--- src/rtl/marv32_alu_seq.sv ---
// Request sequencer for marv32_alu: registers operands, captures results into a response FIFO.
// Optional golden-model self-check is enabled by defining MARV32_ALU_SEQ_CHECK_EN.
module marv32_alu_seq #(
  parameter int RSP_DEPTH = 4,
  parameter int CNT_WIDTH = 16
) (
  input  logic                 clk_in,
  input  logic                 reset_n_in,
  input  logic                 req_valid_in,
  output logic                 req_ready_out,
  input  logic [31:0]          req_op_1_in,
  input  logic [31:0]          req_op_2_in,
  input  logic [3:0]           req_opcode_in,
  output logic [31:0]          alu_op_1_out,
  output logic [31:0]          alu_op_2_out,
  output logic [3:0]           alu_opcode_out,
  input  logic [31:0]          alu_result_in,
  output logic                 rsp_valid_out,
  input  logic                 rsp_ready_in,
  output logic [31:0]          rsp_result_out,
  output logic [3:0]           rsp_opcode_out,
  output logic                 busy_out,
  output logic [CNT_WIDTH-1:0] done_cnt_out,
  output logic                 mismatch_out
);

  localparam int PTR_W = $clog2(RSP_DEPTH);

  typedef enum logic {IDLE, EXEC} state_e;

  state_e                 state_q;
  logic [31:0]            op_1_q, op_2_q;
  logic [3:0]             opcode_q;
  logic [31:0]            res_mem [RSP_DEPTH];
  logic [3:0]             opc_mem [RSP_DEPTH];
  logic [PTR_W-1:0]       wr_ptr_q, rd_ptr_q;
  logic [PTR_W:0]         count_q, count_d;
  logic [CNT_WIDTH-1:0]   done_cnt_q, done_cnt_d;
  logic [PTR_W+1:0]       occupancy;
  logic                   push, pop, accept, fifo_nonempty;

  assign push          = (state_q == EXEC);
  assign fifo_nonempty = (count_q != '0);
  assign pop           = fifo_nonempty && rsp_ready_in;

  // Occupancy includes the result still in the ALU, so an accepted request always has a slot.
  assign occupancy     = {1'b0, count_q} + (PTR_W+2)'(push) - (PTR_W+2)'(pop);
  assign req_ready_out = (occupancy < (PTR_W+2)'(RSP_DEPTH));
  assign accept        = req_valid_in && req_ready_out;

  assign count_d    = count_q + (PTR_W+1)'(push) - (PTR_W+1)'(pop);
  assign done_cnt_d = done_cnt_q + CNT_WIDTH'(pop);

  always_ff @(posedge clk_in or negedge reset_n_in) begin
    if (!reset_n_in) begin
      state_q  <= IDLE;
      op_1_q   <= '0;
      op_2_q   <= '0;
      opcode_q <= '0;
    end else begin
      state_q <= accept ? EXEC : IDLE;
      if (accept) begin
        op_1_q   <= req_op_1_in;
        op_2_q   <= req_op_2_in;
        opcode_q <= req_opcode_in;
      end
    end
  end

  always_ff @(posedge clk_in or negedge reset_n_in) begin
    if (!reset_n_in) begin
      wr_ptr_q   <= '0;
      rd_ptr_q   <= '0;
      count_q    <= '0;
      done_cnt_q <= '0;
    end else begin
      if (push) wr_ptr_q <= wr_ptr_q + PTR_W'(1);
      if (pop)  rd_ptr_q <= rd_ptr_q + PTR_W'(1);
      count_q    <= count_d;
      done_cnt_q <= done_cnt_d;
    end
  end

  // NOTE: storage is deliberately not reset; the outputs are masked while the FIFO is empty.
  always_ff @(posedge clk_in) begin
    if (push) begin
      res_mem[wr_ptr_q] <= alu_result_in;
      opc_mem[wr_ptr_q] <= opcode_q;
    end
  end

  assign alu_op_1_out   = op_1_q;
  assign alu_op_2_out   = op_2_q;
  assign alu_opcode_out = opcode_q;
  assign rsp_valid_out  = fifo_nonempty;
  assign rsp_result_out = fifo_nonempty ? res_mem[rd_ptr_q] : '0;
  assign rsp_opcode_out = fifo_nonempty ? opc_mem[rd_ptr_q] : '0;
  assign busy_out       = push || fifo_nonempty;
  assign done_cnt_out   = done_cnt_q;

`ifdef MARV32_ALU_SEQ_CHECK_EN
  logic [31:0] gold;
  logic        gold_def;
  logic        mismatch_q;

  // NOTE: every output of a combinational block gets a default first, so no latch is inferred.
  always_comb begin
    gold     = '0;
    gold_def = 1'b1;
    case (opcode_q)
      4'b0000: gold = op_1_q + op_2_q;
      4'b1000: gold = op_1_q - op_2_q;
      4'b0001: gold = op_1_q << op_2_q[4:0];
      4'b0010: gold = {31'b0, $signed(op_1_q) < $signed(op_2_q)};
      4'b0011: gold = {31'b0, op_1_q < op_2_q};
      4'b0100: gold = op_1_q ^ op_2_q;
      4'b0101: gold = op_1_q >> op_2_q[4:0];
      4'b1101: gold = $unsigned($signed(op_1_q) >>> op_2_q[4:0]);
      4'b0110: gold = op_1_q | op_2_q;
      4'b0111: gold = op_1_q & op_2_q;
      default: gold_def = 1'b0;
    endcase
  end

  always_ff @(posedge clk_in or negedge reset_n_in) begin
    if (!reset_n_in) mismatch_q <= 1'b0;
    else if (push && gold_def && (alu_result_in != gold)) mismatch_q <= 1'b1;
  end

  assign mismatch_out = mismatch_q;
`else
  assign mismatch_out = 1'b0;
`endif

endmodule

--- config.mk ---
export PLATFORM = sky130hd
export DESIGN_NAME = marv32_alu_seq
export DESIGN_NICKNAME = d
export VERILOG_FILES = /design/src/rtl/marv32_alu_seq.sv
export SDC_FILE = /design/constraint.sdc
export NUM_CORES = 1
export LEC_CHECK = 0
export ABC_CLOCK_PERIOD_IN_PS = 9000
export CAP_MARGIN = 40
export CORE_UTILIZATION = 45
export DETAILED_ROUTE_END_ITERATION = 8
export GPL_ROUTABILITY_DRIVEN = 0
export PLACE_DENSITY = 0.84
export SLEW_MARGIN = 20
export SYNTH_ARGS = -nofsm -noshare
export SYNTH_HDL_FRONTEND = slang
export SYNTH_SLANG_ARGS = --single-unit
--- constraint.sdc ---
create_clock -name clk_in -period 9 [get_ports clk_in]
set_input_delay 1.35 -clock clk_in [delete_from_list [all_inputs] [get_ports clk_in]]
set_output_delay 1.35 -clock clk_in [all_outputs]
set_load 0.005 [all_outputs]
# Yosys cells after proc, flatten, opt, wreduce, memory -nomap -nowiden
# Memory sizes are Yosys's and may differ from the RTL's.
# Cells that the tools add are included.
[totals]
reg_bits = 92
ram_bits = 144
input_bits = 104
output_inout_bits = 124
word_cells = 27
mem_count = 2
[op_classes]
n_addsub = 7
order_cmp = 1
muxes = 5
reduce_logical = 4
[memory_table]
columns = ["memory", "words", "word_bits", "read_ports", "rd_clocked_by_memory_dff", "wr", "line", "source"]
rows = [
  ["res_mem", 4, 32, 1, 0, 1, "34", "logic [31:0] res_mem [RSP_DEPTH];"],
  ["opc_mem", 4, 4, 1, 0, 1, "35", "logic [3:0] opc_mem [RSP_DEPTH];"],
]
[ops]
columns = ["op", "count"]
rows = [
  ["2-to-1 mux 32 bit", 1],
  ["adder 16 x 1 -> 16 bit", 1],
  ["adder 2 x 1 -> 2 bit, second input constant", 2],
  ["adder 3 x 1 -> 4 bit", 1],
  ["< comparator 4 x 3 -> 1 bit, second input constant", 1],
  ["2-to-1 mux 4 bit", 1],
  ["subtractor 4 x 1 -> 4 bit", 1],
  ["adder 3 x 1 -> 3 bit", 1],
  ["2-to-1 mux 1 bit", 3],
  ["nonzero test 3 bit", 1],
  ["subtractor 3 x 1 -> 3 bit", 1],
  ["logical AND 1 bit", 2],
  ["logical OR 1 bit", 1],
]

# Logic depth before layout (Yosys ltp)
# Gate-level depths: netlist (run 1).
[logic_depth]
ltp_word = 6
depth_mapped = 13
mapped_depth_nobuf = 11

# Least setup slack after synthesis (run 1)
# OpenSTA, ideal clock, no wires.
[synth_timing]
path_type = "in2out"
start = "input port rsp_ready_in"
end = "output port req_ready_out"
arrival_ps = 2712
path_slack_ps = 4938
cell_stages = 8
cell_sequence = "and2_1 > ha_1 > inv_1 > ha_1 > inv_1 > fa_1 > xnor2_2 > nor2_1"
[synth_between]
elab_chain_len = 3
[synth_rtl]
columns = ["element", "line", "source"]
rows = [
  ["from (decl)", "19", "input logic rsp_ready_in,"],
  ["logical AND 1 bit", "44", "assign pop = fifo_nonempty && rsp_ready_in;"],
  ["subtractor 4 x 1 -> 4 bit", "47", "assign occupancy = {1'b0, count_q} + (PTR_W+2)'(push) - (PTR_W+2)'(pop);"],
  ["< comparator 4 x 3 -> 1 bit", "48", "assign req_ready_out = (occupancy < (PTR_W+2)'(RSP_DEPTH));"],
  ["to (decl)", "10", "output logic req_ready_out,"],
]
# No other way between the ends.

# Worst setup path after layout (run 1)
[layout_timing]
start = "input port rsp_ready_in"
end = "output port req_ready_out"
[layout_between]
elab_chain_len = 3
[layout_rtl]
columns = ["element", "line", "source"]
rows = [
  ["logical AND 1 bit", "44", ""],
  ["net pop", "40", "logic push, pop, accept, fifo_nonempty;"],
  ["subtractor 4 x 1 -> 4 bit", "47", ""],
  ["< comparator 4 x 3 -> 1 bit", "48", ""],
]
# The timed path passes the listed nets, and every way through them passes these cells.

==> results of run 1 <==
-- final cells by class --
cell class                      count  share of cell area, %
Sequential cell                   236                   52.9
Timing Repair Buffer              236                   19.4
Multi-Input combinational cell    209                   18.7
Clock buffer                       30                   5.14
Tap cell                          265                   2.65
Clock inverter                     16                  0.859
Inverter                           10                  0.300
-- layer usage --
layer	global-route usage (%)	routed length [um]	vias to the layer above
met3	6.29	1960	31
met1	22.1	7160	2553
met2	32.0	9430	227
met5	0	0	-
li1	-	-	2267
met4	4.99	359	0
-- cells in the mapped netlist, drive strengths merged --
| cell | n | area, um^2 |
|---|---|---|
| nor3 | 2 | 10.0 |
| and2 | 41 | 257 |
| nand2b | 1 | 6.26 |
| nor2 | 5 | 18.8 |
| fa | 1 | 20.0 |
| mux4 | 36 | 811 |
| nor3b | 1 | 12.5 |
| conb | 1 | 3.75 |
| or3 | 1 | 6.26 |
| mux2 | 68 | 766 |
| ha | 10 | 125 |
| dfrtp | 92 | 2300 |
| edfxtp | 144 | 4320 |
| clkbuf | 8 | 30.0 |
| and3 | 4 | 25.0 |
| a21o | 1 | 7.51 |
| a21oi | 1 | 8.76 |
| xor2 | 8 | 70.1 |
| inv | 10 | 37.5 |
| o21ai | 1 | 5.00 |
| xnor2 | 11 | 104 |
| buf | 12 | 71.3 |
| nand2 | 9 | 33.8 |
| nand3 | 6 | 30.0 |
| mux2i | 1 | 13.8 |
-- flip-flops by register name (all words and copies together) (netlist names) --
signal / cells
rd_ptr_q: 2
opc_mem: 16
push: 1
alu_op_1_out: 32
count_q: 3
alu_opcode_out: 4
done_cnt_out: 16
res_mem: 128
wr_ptr_q: 2
alu_op_2_out: 32
-- worst max-delay path: stages --
cell and delay, ns:
sky130_fd_sc_hd__clkdlybuf4s50_1 0.46, sky130_fd_sc_hd__and2_1 0.22, sky130_fd_sc_hd__ha_1 0.26, sky130_fd_sc_hd__inv_1 0.06, sky130_fd_sc_hd__ha_1 0.16, sky130_fd_sc_hd__inv_1 0.05, sky130_fd_sc_hd__fa_1 0.40, sky130_fd_sc_hd__xnor2_2 0.18
sky130_fd_sc_hd__nor2_1 0.11, sky130_fd_sc_hd__clkdlybuf4s50_1 0.53
-- power breakdown --
part	internal, mW	switching, mW
Sequential	1.42	0.162
Clock	0.539	0.403
Combinational	1.05	0.589
Total	3.02	1.15
-- logic make-up (layout without fill, tap and decap cells) --
family	after synthesis	after routing	share of synthesized area, %
flops	236	236	72.8
mux	105	105	17.5
simple gates	70	70	4.39
buf+inv	30	292	1.53
xor+xnor	19	19	1.91
fa+ha+maj	11	11	1.60
compound gates	3	3	0.234
other cells	1	1	0.0412
-- cell usage in the layout (no fill, tap or decap), types with 2 or more instances in the layout --
cell                              count
sky130_fd_sc_hd__clkinv_4             2
sky130_fd_sc_hd__and2_1              37
sky130_fd_sc_hd__clkdlybuf4s50_1    225
sky130_fd_sc_hd__dfrtp_2              2
sky130_fd_sc_hd__and3_1               4
sky130_fd_sc_hd__nor2_1               5
sky130_fd_sc_hd__nand3_1              6
sky130_fd_sc_hd__xor2_1               8
sky130_fd_sc_hd__clkbuf_1             5
sky130_fd_sc_hd__edfxtp_1           144
sky130_fd_sc_hd__ha_1                10
sky130_fd_sc_hd__buf_16               3
sky130_fd_sc_hd__clkbuf_16           25
sky130_fd_sc_hd__mux4_2              36
sky130_fd_sc_hd__nand2_1              9
sky130_fd_sc_hd__clkinv_2             5
sky130_fd_sc_hd__buf_4                5
sky130_fd_sc_hd__and2_2               4
sky130_fd_sc_hd__inv_1               10
sky130_fd_sc_hd__mux2_1               9
sky130_fd_sc_hd__clkinv_1             7
sky130_fd_sc_hd__xnor2_1             10
sky130_fd_sc_hd__dfrtp_1             90
sky130_fd_sc_hd__buf_12               3
sky130_fd_sc_hd__nor3_1               2
sky130_fd_sc_hd__mux2_2              59
-- worst max-delay path by stage --
stage,from,end,slack (ns),cells past startpoint
floorplan,rsp_ready_in,req_ready_out,4.94,8
global placement,rsp_ready_in,req_ready_out,3.86,10
detailed placement,rsp_ready_in,req_ready_out,3.88,10
CTS,rsp_ready_in,req_ready_out,3.85,10
global route,rsp_ready_in,req_ready_out,3.68,10
finish,rsp_ready_in,req_ready_out,3.86,10
==> out/results.txt, run 1 <==
Setup repair after global routing left no endpoint under its margin. The launch instance of the worst min-delay path was done_cnt_out[15]. CTS saw 236 sinks. The run finished with clean final reports. Setup total negative slack on the finished layout was measured at 0 ns. After the first detailed-routing iteration, the DRC count stood at 260. Summing all placed instances gives a cell area of 11800 um^2. The worst-case register-to-register setup slack was 4.68 ns; the TritonCTS buffer count was 25. The endpoint kind of the worst setup timing path is a primary output. Synthesis produced a netlist with a net count of 590. Cells fill 63.8% of the core in the end. The number of register bits inferred by synthesis works out to 236. Across the run, the number of max-cap violations was 0.

The longest clock path from root to sink contains 3 buffers. The CTS clock-pin slew for the worst setup and hold paths was 0.06 ns. The run gives 0 as the number of antenna violations at the first check in global routing. The worst register-to-register path begins at count_q[1]. The count of unique library cells instantiated by Yosys was 29; the total power divided by cell area was 333 nW/um^2. The critical path is of the input pin to primary output type. The logs give 0.480 ns for the final hold slack and 19700 um^2 for the placeable core region.

Synthesis produced 475 cells. Fill cells in the final layout number 1401. 0 antenna diodes ended up in the layout. During placement, the flow inserted port buffers numbering 226.

The mean post-synth cell area works out to 19.2 um^2. The sequential cells in the finished layout cover a total of 6630 um^2. The post-detailed-routing wire length was 18.9 mm; the final number of hold-violating endpoints was 0.

The logs give 2350 um^2 for the multi-input combinational cell area and 0 for the aggregate global routing overflow. Summing internal, switching and leakage power gives 4.17 mW. TritonCTS built the clock tree. Setup violations remaining at the end of the flow were counted as 0. Summing every instance area after synthesis gives 9100 um^2. The logs give 194 MHz for the maximum frequency from static timing analysis and 0 for the max-slew violation count.

The final setup skew was 0.0149 ns. The launching element type of the critical path is an input pin. The logs give 3.88 ns for the setup slack at placement and 4.66 nW for the leakage power summed over all cells. The final worst-path cycle share was 57.1%. The number of hold buffers added after CTS was 0. The via count of the first global-routing pass is 5602. The total iterations of the first detailed-routing run is 4, and the setup slack after layout is 3.86 ns. The first global-routing pass estimated 29.2 mm of wire. The source-to-sink clock delay at the later pin of the worst-skew pair was 0.52 ns; the final instance count without filler cells was 1002. The number of cells traversed by the worst hold path came out at 1. Global routing used 18.5% of the available tracks.

The worst endpoint required time was 7.65 ns; the headroom to the max-slew limit was 51.1%. The Yosys step of the flow raised 0 warnings. After detailed routing, the number of remaining DRC violations is 0. For hold timing, the worst endpoint is done_cnt_out[15]. Detailed routing inserted a total of 5078 vias. The worst-margin pin slew is 0.734 ns, and the area of all placed cells without fillers is 12500 um^2.

The run gives 3.79 ns as the arrival time of the worst setup path. The peak ir drop on the vdd network was 0.000213 V. The depth of the most critical reg-to-reg path came out at 13.

The logs give 0 for the total of cells resized after clock tree synthesis and 0 for the number of setup buffers added after CTS. Of the synthesized area, sequential elements account for 72.8%. Compared with the post-synthesis result, the final layout area differs by 37.7%. The largest net degree at the start of global routing was 62.

The worst register-to-register path ends at alu_op_2_out[14]. The number of nets with antenna violations after routing is 0, and the die boundary height is 144 um. The post-detailed-placement half-perimeter wirelength is 12.6 mm, and the number of levels in the clock H-tree is 1.

The worst hold path belongs to the class flop to flop. Along the worst path, the maximum fanout reaches 4. Cells with a size suffix above 1 make up 20.4% of the layout. The I/O pin count was 228; the die area was 20800 um^2. The tools report the clock root buffer as sky130_fd_sc_hd__clkbuf_16. The cell count after placement was 955; the total number of nets in the final design was 833. Using the TritonRoute via totals, the vias-per-cell ratio works out to 5.07.

The time the worst path needs with I/O delays and setup is 5.14 ns. Dividing the detail-routed wire length by the instance count gives 18.9 um. Number of placement rows: 51. The initial cell density of the core was 46.3%. The die is 144 um wide.
No activity file was read; power rests on OpenSTA's default activity.
==> run 2: changes to the inputs <==
--- a/config.mk
+++ b/config.mk
@@ -5,7 +5,7 @@
 export SDC_FILE = /design/constraint.sdc
 export NUM_CORES = 1
 export LEC_CHECK = 0
-export ABC_CLOCK_PERIOD_IN_PS = 9000
+export ABC_CLOCK_PERIOD_IN_PS = 5100
 export CAP_MARGIN = 40
 export CORE_UTILIZATION = 45
 export DETAILED_ROUTE_END_ITERATION = 8
==> constraint.sdc (replaced) <==
create_clock -name clk_in -period 5.1 [get_ports clk_in]
set_input_delay 0.765 -clock clk_in [delete_from_list [all_inputs] [get_ports clk_in]]
set_output_delay 0.765 -clock clk_in [all_outputs]
set_load 0.005 [all_outputs]
==> run 2 against run 1 <==
Final cell count down 0.20%. Critical endpoint unchanged. Highest routed layer unchanged. Die area unchanged. Combinational power up 79%. Worst setup slack worse by 3.2 ns. Clock power up 88%.
==> out/results.txt, run 2 (synthesized netlist as in run 1, its figures left out) <==
Entering global routing, the biggest net connects 59 pins. The library cell used most frequently in the layout, excluding fill and tap cells, is sky130_fd_sc_hd__clkdlybuf4s50_1. The die covers 20800 um^2. The tree is rooted in a sky130_fd_sc_hd__clkbuf_16. Ranked by flip-flop count, first place goes to res_mem. Of the total power, the clock network draws 23.6%. STA classifies the critical path endpoint as a primary output.

The final route contains 5020 vias. Summed over all nets, the switching power comes to 2.03 mW. The total power divided by cell area was 596 nW/um^2.

The largest single stage delay on the critical path is 0.54 ns. Once placement completed, the tool counted placed cells totaling 956. The tools report the number of placement rows as 51.

The run finished with clean final reports. Along the worst path, the maximum fanout reaches 39. Static timing analysis puts the maximum clock frequency at 226 MHz. For the placeable core region, the log shows 19700 um^2. The worst endpoint required time was 4.34 ns; the global-route usage over all layers was 18.7%.

The run gives 0 ns as the post-route setup TNS. Launching element type of the critical path: a flop. The final setup skew is 0.00837 ns, and the number of setup buffers added after CTS is 0.

The worst-case IR drop observed on VDD is 0.000374 V. The run gives 3 as the maximum clock path buffer count. The final instance count without filler cells is 1000. In the final routing, the length of wire on met1 measures 7.40 mm. For the total of cells resized after clock tree synthesis, the log shows 0. The top metal layer carrying routed signals is met4.

The min-delay analysis places its worst path in the category input pin to asynchronous set/reset pin. The top cell types in the final layout, fill and taps aside, are sky130_fd_sc_hd__clkdlybuf4s50_1, sky130_fd_sc_hd__edfxtp_1, sky130_fd_sc_hd__dfrtp_1. The number of max-cap violations came out at 0. The logs give 3.66 ns for the arrival time of the worst setup path and 0 for the number of failing setup endpoints in the final timing report. The leakage power summed over all cells is 4.69 nW. For the finished layout, the period the worst path requires is 4.43 ns. The first global-routing pass estimated 29.7 mm of wire. In this run, flip-flops and latches consume 37.4% of the power. Broken down by cell family, the worst path's largest delay share belongs to buffers and inverters.

The tools report the total number of nets in the final design as 832. For the number of antenna violations at the first check in global routing, the log shows 0. Of the available clock period, the critical path in the final layout requires 86.8%. The max-slew violation count was 0; the cell-internal power was 5.47 mW. For this design, the CTS-stage hold fixing added 0 buffers. The detailed router finished its first iteration with 187 violations. The CTS clock-pin slew for the worst setup and hold paths was 0.06 ns. Counting the buffers created by CTS gives 24. The total buffers and inverters traversed by the critical path is 4, and the number of clock sinks is 236. Using the TritonRoute via totals, the vias-per-cell ratio works out to 5.02.

228 I/O pins were placed. The initial utilization of the core area, before any placement, comes to 46.3%. The run gives 9.54 mm as the routed length on met2. Combinational logic is responsible for 39.0% of the overall power.

Measured along the y axis, the die boundary spans 144 um. Clock latency on the worst-skew pair, taken at its later pin, is 0.50 ns. The tools report the final number of hold-violating endpoints as 0. The post-route netlist has 21.0% of its cells at a drive strength greater than 1. The horizontal die dimension is 144 um, and the aggregate global routing overflow is 0. The placed standard-cell area is 11800 um^2, and the worst-margin pin slew is 0.612 ns. The tools report the total iterations of the first detailed-routing run as 5. The routed design has 19.0 mm of wire. The run gives 12.7 mm as the post-detailed-placement half-perimeter wirelength.

From synthesis to final layout, the design area changed by 38.4%. In this run the tightest slew margin relative to its limit is 59.2%. In the final routed layout, each cell accounts on average for 19.0 um. The via count of the first global-routing pass was 5576; the number of flip-flops under the largest register name was 128.

The number of antenna diodes in the final layout is 0. Traced cell by cell, the critical path runs through or3_1, buf_4, and2_1, ha_1, inv_1, ha_1, inv_1, fa_1, xnor2_2, nor2_1, clkdlybuf4s50_1. The type of the worst setup path is flop to primary output. The number of nets with antenna violations after routing came out at 0. The slowest stage cell on the critical path is sky130_fd_sc_hd__clkdlybuf4s50_1. Setup repair after global routing left no endpoint under its margin.

Net switching is 27.1% of the power. After routing the design area is 12600 um^2. In this run the tool buffered the top-level ports with 226 buffer cells. The run gives 0 as the number of remaining DRC errors. The number of levels in the clock H-tree is 1, and the wire length on met3 is 1.72 mm. TritonCTS built the clock tree.
==> run 2: per-stage QoR <==
stage                     power (mW)  hold WS (ns)  utilization (%)  setup WS [ns]
after floorplan                 4.26         0.468                -           1.90
after global placement          5.64         0.460             59.3           1.11
after detailed placement        5.81         0.468             60.0           1.05
after CTS                       7.62         0.284             64.1          0.579
after global routing            7.93         0.314             64.1          0.451
final                           7.51         0.274             64.1          0.672
==> run 2: routing by layer <==
layer  vias up  track usage [%]
li1       2258                -
met1      2511             22.6
met2       223             32.3
met3        28             6.09
met4         0             5.04
met5         -                0
==> run 2: path summary, 6_finish.rpt <==
kind,slack (ns),cells past startpoint,startpoint,endpoint
max,0.67,11,count_q[1],req_ready_out
min,0.27,1,reset_n_in,alu_op_2_out[4]
max reg2reg,1.12,13,count_q[1],alu_op_2_out[22]
min reg2reg,0.47,1,done_cnt_out[15],done_cnt_out[15]
max in group asynchronous,3.79,2,reset_n_in,rd_ptr_q[0]
min in group clk_in,0.47,1,done_cnt_out[15],done_cnt_out[15]
==> run 2: final cells by class <==
class / count / area [um^2]
Clock buffer: 34 / 709
Timing Repair Buffer: 236 / 2440
Clock inverter: 10 / 101
Multi-Input combinational cell: 209 / 2350
Tap cell: 265 / 332
Fill cell: 1354 / 7060
Inverter: 10 / 37.5
Sequential cell: 236 / 6630
==> run 2: worst register-to-register path, stage by stage (launching register included) <==
cell	delay [ns]
sky130_fd_sc_hd__dfrtp_1	0.43
sky130_fd_sc_hd__or3_1	0.40
sky130_fd_sc_hd__buf_4	0.26
sky130_fd_sc_hd__and2_1	0.27
sky130_fd_sc_hd__ha_1	0.28
sky130_fd_sc_hd__inv_1	0.06
sky130_fd_sc_hd__ha_1	0.16
sky130_fd_sc_hd__inv_1	0.06
sky130_fd_sc_hd__fa_1	0.40
sky130_fd_sc_hd__xnor2_2	0.23
sky130_fd_sc_hd__nor2_1	0.11
sky130_fd_sc_hd__mux2i_4	0.42
sky130_fd_sc_hd__buf_12	0.34
sky130_fd_sc_hd__mux2_2	0.45
==> run 2: power groups by stage <==
stage / clock, mW / sequential (mW) / combinational, mW
after detailed placement: 0 / 2.84 / 2.96
after global routing: 1.89 / 2.87 / 3.18
final: 1.77 / 2.81 / 2.93
after global placement: 0 / 2.89 / 2.75
after floorplan: 0 / 2.77 / 1.49
after CTS: 1.82 / 2.82 / 2.99
==> run 3: changes to the inputs <==
--- a/config.mk
+++ b/config.mk
@@ -7,6 +7,7 @@
 export LEC_CHECK = 0
 export ABC_CLOCK_PERIOD_IN_PS = 5100
 export CAP_MARGIN = 40
+export CORE_ASPECT_RATIO = 1.75
 export CORE_UTILIZATION = 45
 export DETAILED_ROUTE_END_ITERATION = 8
 export GPL_ROUTABILITY_DRIVEN = 0
==> run 3 against run 2 <==
Sequential share of layout area increased by 0.91 points. Clock power decreased by 17%. Register-to-register slack improved by 0.07 ns. Combinational power about the same. Core utilization decreased by 1.4 points. Flip-flop and latch count unchanged. Count of clock-buffer cells in the layout decreased by 10. Global-route usage increased by 0.52 points. Die area increased by 0.11%. Design area decreased by 1.7%. Largest cell class unchanged. Via count increased by 0.12%. Maximum frequency decreased by 0.26%. Highest routed layer unchanged. Largest power group unchanged.
==> out/results.txt, run 3 (synthesized netlist as in run 1, its figures left out) <==
The final setup skew was 0.0107 ns; the number of inserted filler cells in the final layout was 1444. The count of nets left with antenna violations once routing finished came out at 0. Global routing used 20.0% of the available met1 tracks.

Setup repair after global routing left no endpoint under its margin. 0 antenna diodes ended up in the layout. The die covers 20800 um^2.

The final critical path takes up 87.0% of the cycle. The tool flagged a number of max-cap violations equal to 0. For the total of cells resized after clock tree synthesis, the log shows 0. For this design the ratio of total power to cell area is 581 nW/um^2. The arrival time of the worst setup path came out at 3.67 ns. The leading cell type in the layout, fill and taps excluded is sky130_fd_sc_hd__clkdlybuf4s50_1. The largest net degree at the start of global routing is 61. The top cell types in the final layout, fill and taps aside, are sky130_fd_sc_hd__clkdlybuf4s50_1, sky130_fd_sc_hd__edfxtp_1, sky130_fd_sc_hd__dfrtp_1. The run gives 193 as the detailed router's first-iteration violation count. Cells with a size suffix above 1 make up 19.8% of the layout. Once the floorplan was initialized, standard cells occupied 46.1% of the core. Summed over all failing endpoints, the final setup total negative slack is 0 ns.

The class of the worst hold path is input pin to asynchronous set/reset pin. The run gives 0.253 ns as the final hold slack. Counting I/O delays and the setup requirement, the final critical path takes 4.44 ns. The tools report the number of setup buffers added after CTS as 0. The worst register-to-register path begins at count_q[1]. Headroom to the max-slew limit came out at 53.3%. The I/O pin count came out at 228.

For this run, design rule violations remaining after detail routing come to 0. From left edge to right edge, the die measures 109 um. The logs give 4 for the total iterations of the first detailed-routing run and 225 MHz for the maximum frequency from static timing analysis. The number of levels in the clock H-tree came out at 1. For this run the aggregate overflow at the end of global routing stands at 0.

The via count of the first global-routing pass was 5782. The endpoint identified for the worst register-to-register timing path is alu_op_2_out[23]. The die is 190 um tall.

The source-to-sink clock delay at the later pin of the worst-skew pair came out at 0.50 ns. After clock tree synthesis, the flow added hold-fix buffers numbering 0. TritonCTS built the clock tree. The tools report the global routing met2 resource utilization as 35.9%.

VDD sags by at most 0.000382 V. Clock tree synthesis selected as its root buffer the cell sky130_fd_sc_hd__clkbuf_16. In this run the standard cell core region covers 19700 um^2. After global routing, the most crowded layer is met2. The first global-routing pass estimated 29.9 mm of wire. The tools report the vias after detailed routing as 5026. The critical path is of the flop to primary output type.

Across all register-to-register paths, the minimum setup slack is 1.19 ns. Global routing used 19.2% of the available tracks across all layers. The number of antenna violations at the first check in global routing is 1. Ranked by flip-flop count, first place goes to res_mem. The worst setup path is launched from a flop.

Setup violations remaining at the end of the flow were counted as 0. The total number of nets in the final design was 828; the worst endpoint required time was 4.34 ns. Along the worst path, the maximum fanout reaches 39. The post-detailed-placement half-perimeter wirelength came out at 13.1 mm. For the max-slew violation count, the log shows 0.

The tools report the endpoint kind of the worst setup timing path as a primary output. Counting along the longest clock path gives a buffer depth of 3. The leakage power summed over all cells came out at 4.58 nW.

For the worst flop-to-flop path, the logic depth is 13. The CTS clock-pin slew for the worst setup and hold paths was 0.07 ns; the met3 demand-to-capacity share in global routing was 5.93%. The tree built by TritonCTS fans out to 236 sinks. The floorplan has 68 rows.

The flow ran to the end, and the final reports show no timing, DRC or antenna violations. The count of buffers added on input and output ports is 226. Worst-margin pin slew: 0.700 ns. The logs give 19.3 mm for the post-detailed-routing wire length and 0 for the final number of hold-violating endpoints. In the final routed layout, each cell accounts on average for 19.8 um. The signed area change from the synthesized netlist to the final layout was 36.1%. Dividing the detail-routed via count by the number of cells gives 5.17. The register with the most flip-flops in the layout has 128 of them. Buffers inserted during clock tree synthesis total 21.
[run 3: cell types whose count changed in the layout (fill, tap and decap cells not counted), moves of 3 or more]
cell / previous run / this run
sky130_fd_sc_hd__clkinv_1: 2 / 5
sky130_fd_sc_hd__buf_12: 5 / 2
sky130_fd_sc_hd__clkinvlp_2: 0 / 3
sky130_fd_sc_hd__clkbuf_16: 25 / 21
sky130_fd_sc_hd__clkbuf_8: 5 / 0
[run 3: how the worst max path moves through the flow]
| stage | from | endpoint | cells past startpoint |
|---|---|---|---|
| 3_3_place_gp | rsp_ready_in | req_ready_out | 10 |
| 2_1_floorplan | count_q[1] | alu_op_2_out[13] | 13 |
| 5_1_grt | count_q[1] | req_ready_out | 11 |
| 4_1_cts | count_q[1] | req_ready_out | 11 |
| 6_report | count_q[1] | req_ready_out | 11 |
| 3_5_place_dp | rsp_ready_in | req_ready_out | 10 |
[run 3: metrics by stage]
| stage | std cells | area, um^2 | util (%) | worst slack, ns | power [mW] |
|---|---|---|---|---|---|
| 2_1_floorplan | 475 | 9100 | - | 1.90 | 4.26 |
| 3_3_place_gp | 930 | 11600 | 58.9 | 1.11 | 5.64 |
| 3_5_place_dp | 935 | 11800 | 59.5 | 1.05 | 5.81 |
| 4_1_cts | 972 | 12400 | 62.7 | 0.589 | 7.30 |
| 5_1_grt | 972 | 12400 | 62.7 | 0.442 | 7.59 |
| 6_report | 972 | 12400 | 62.7 | 0.661 | 7.19 |
[run 3: worst max-delay path, cell delays in order (launching register included)]
cell and delay, ns:
sky130_fd_sc_hd__dfrtp_1 0.42, sky130_fd_sc_hd__or3_1 0.37, sky130_fd_sc_hd__buf_4 0.25, sky130_fd_sc_hd__and2_1 0.27, sky130_fd_sc_hd__ha_1 0.29, sky130_fd_sc_hd__inv_1 0.06, sky130_fd_sc_hd__ha_1 0.16, sky130_fd_sc_hd__inv_1 0.06
sky130_fd_sc_hd__fa_1 0.40, sky130_fd_sc_hd__xnor2_2 0.18, sky130_fd_sc_hd__nor2_1 0.18, sky130_fd_sc_hd__clkdlybuf4s50_1 0.54
[run 3: area by class of cell]
class	count	area [um^2]	area share, %
multi-input combinational	209	2350	19.0
clock buffer	24	537	4.34
tap	245	307	2.48
clock inverter	13	90.1	0.728
timing repair buffer	235	2430	19.6
inverter	10	37.5	0.303
sequential	236	6630	53.5
[run 3: power by group]
part	total (mW)	internal, mW	switching (mW)
Combinational	2.93	1.87	1.06
Clock	1.47	0.806	0.664
Sequential	2.79	2.51	0.280
Total	7.19	5.19	2.00
[run 3: layer usage]
metal  wire length, um  vias up  share of wire, %
met5                 0        -                 0
met4               545        0               2.8
met3              1630       40               8.5
met2             10500      204                55
met1              6580     2542                34
li1                  -     2240                 -
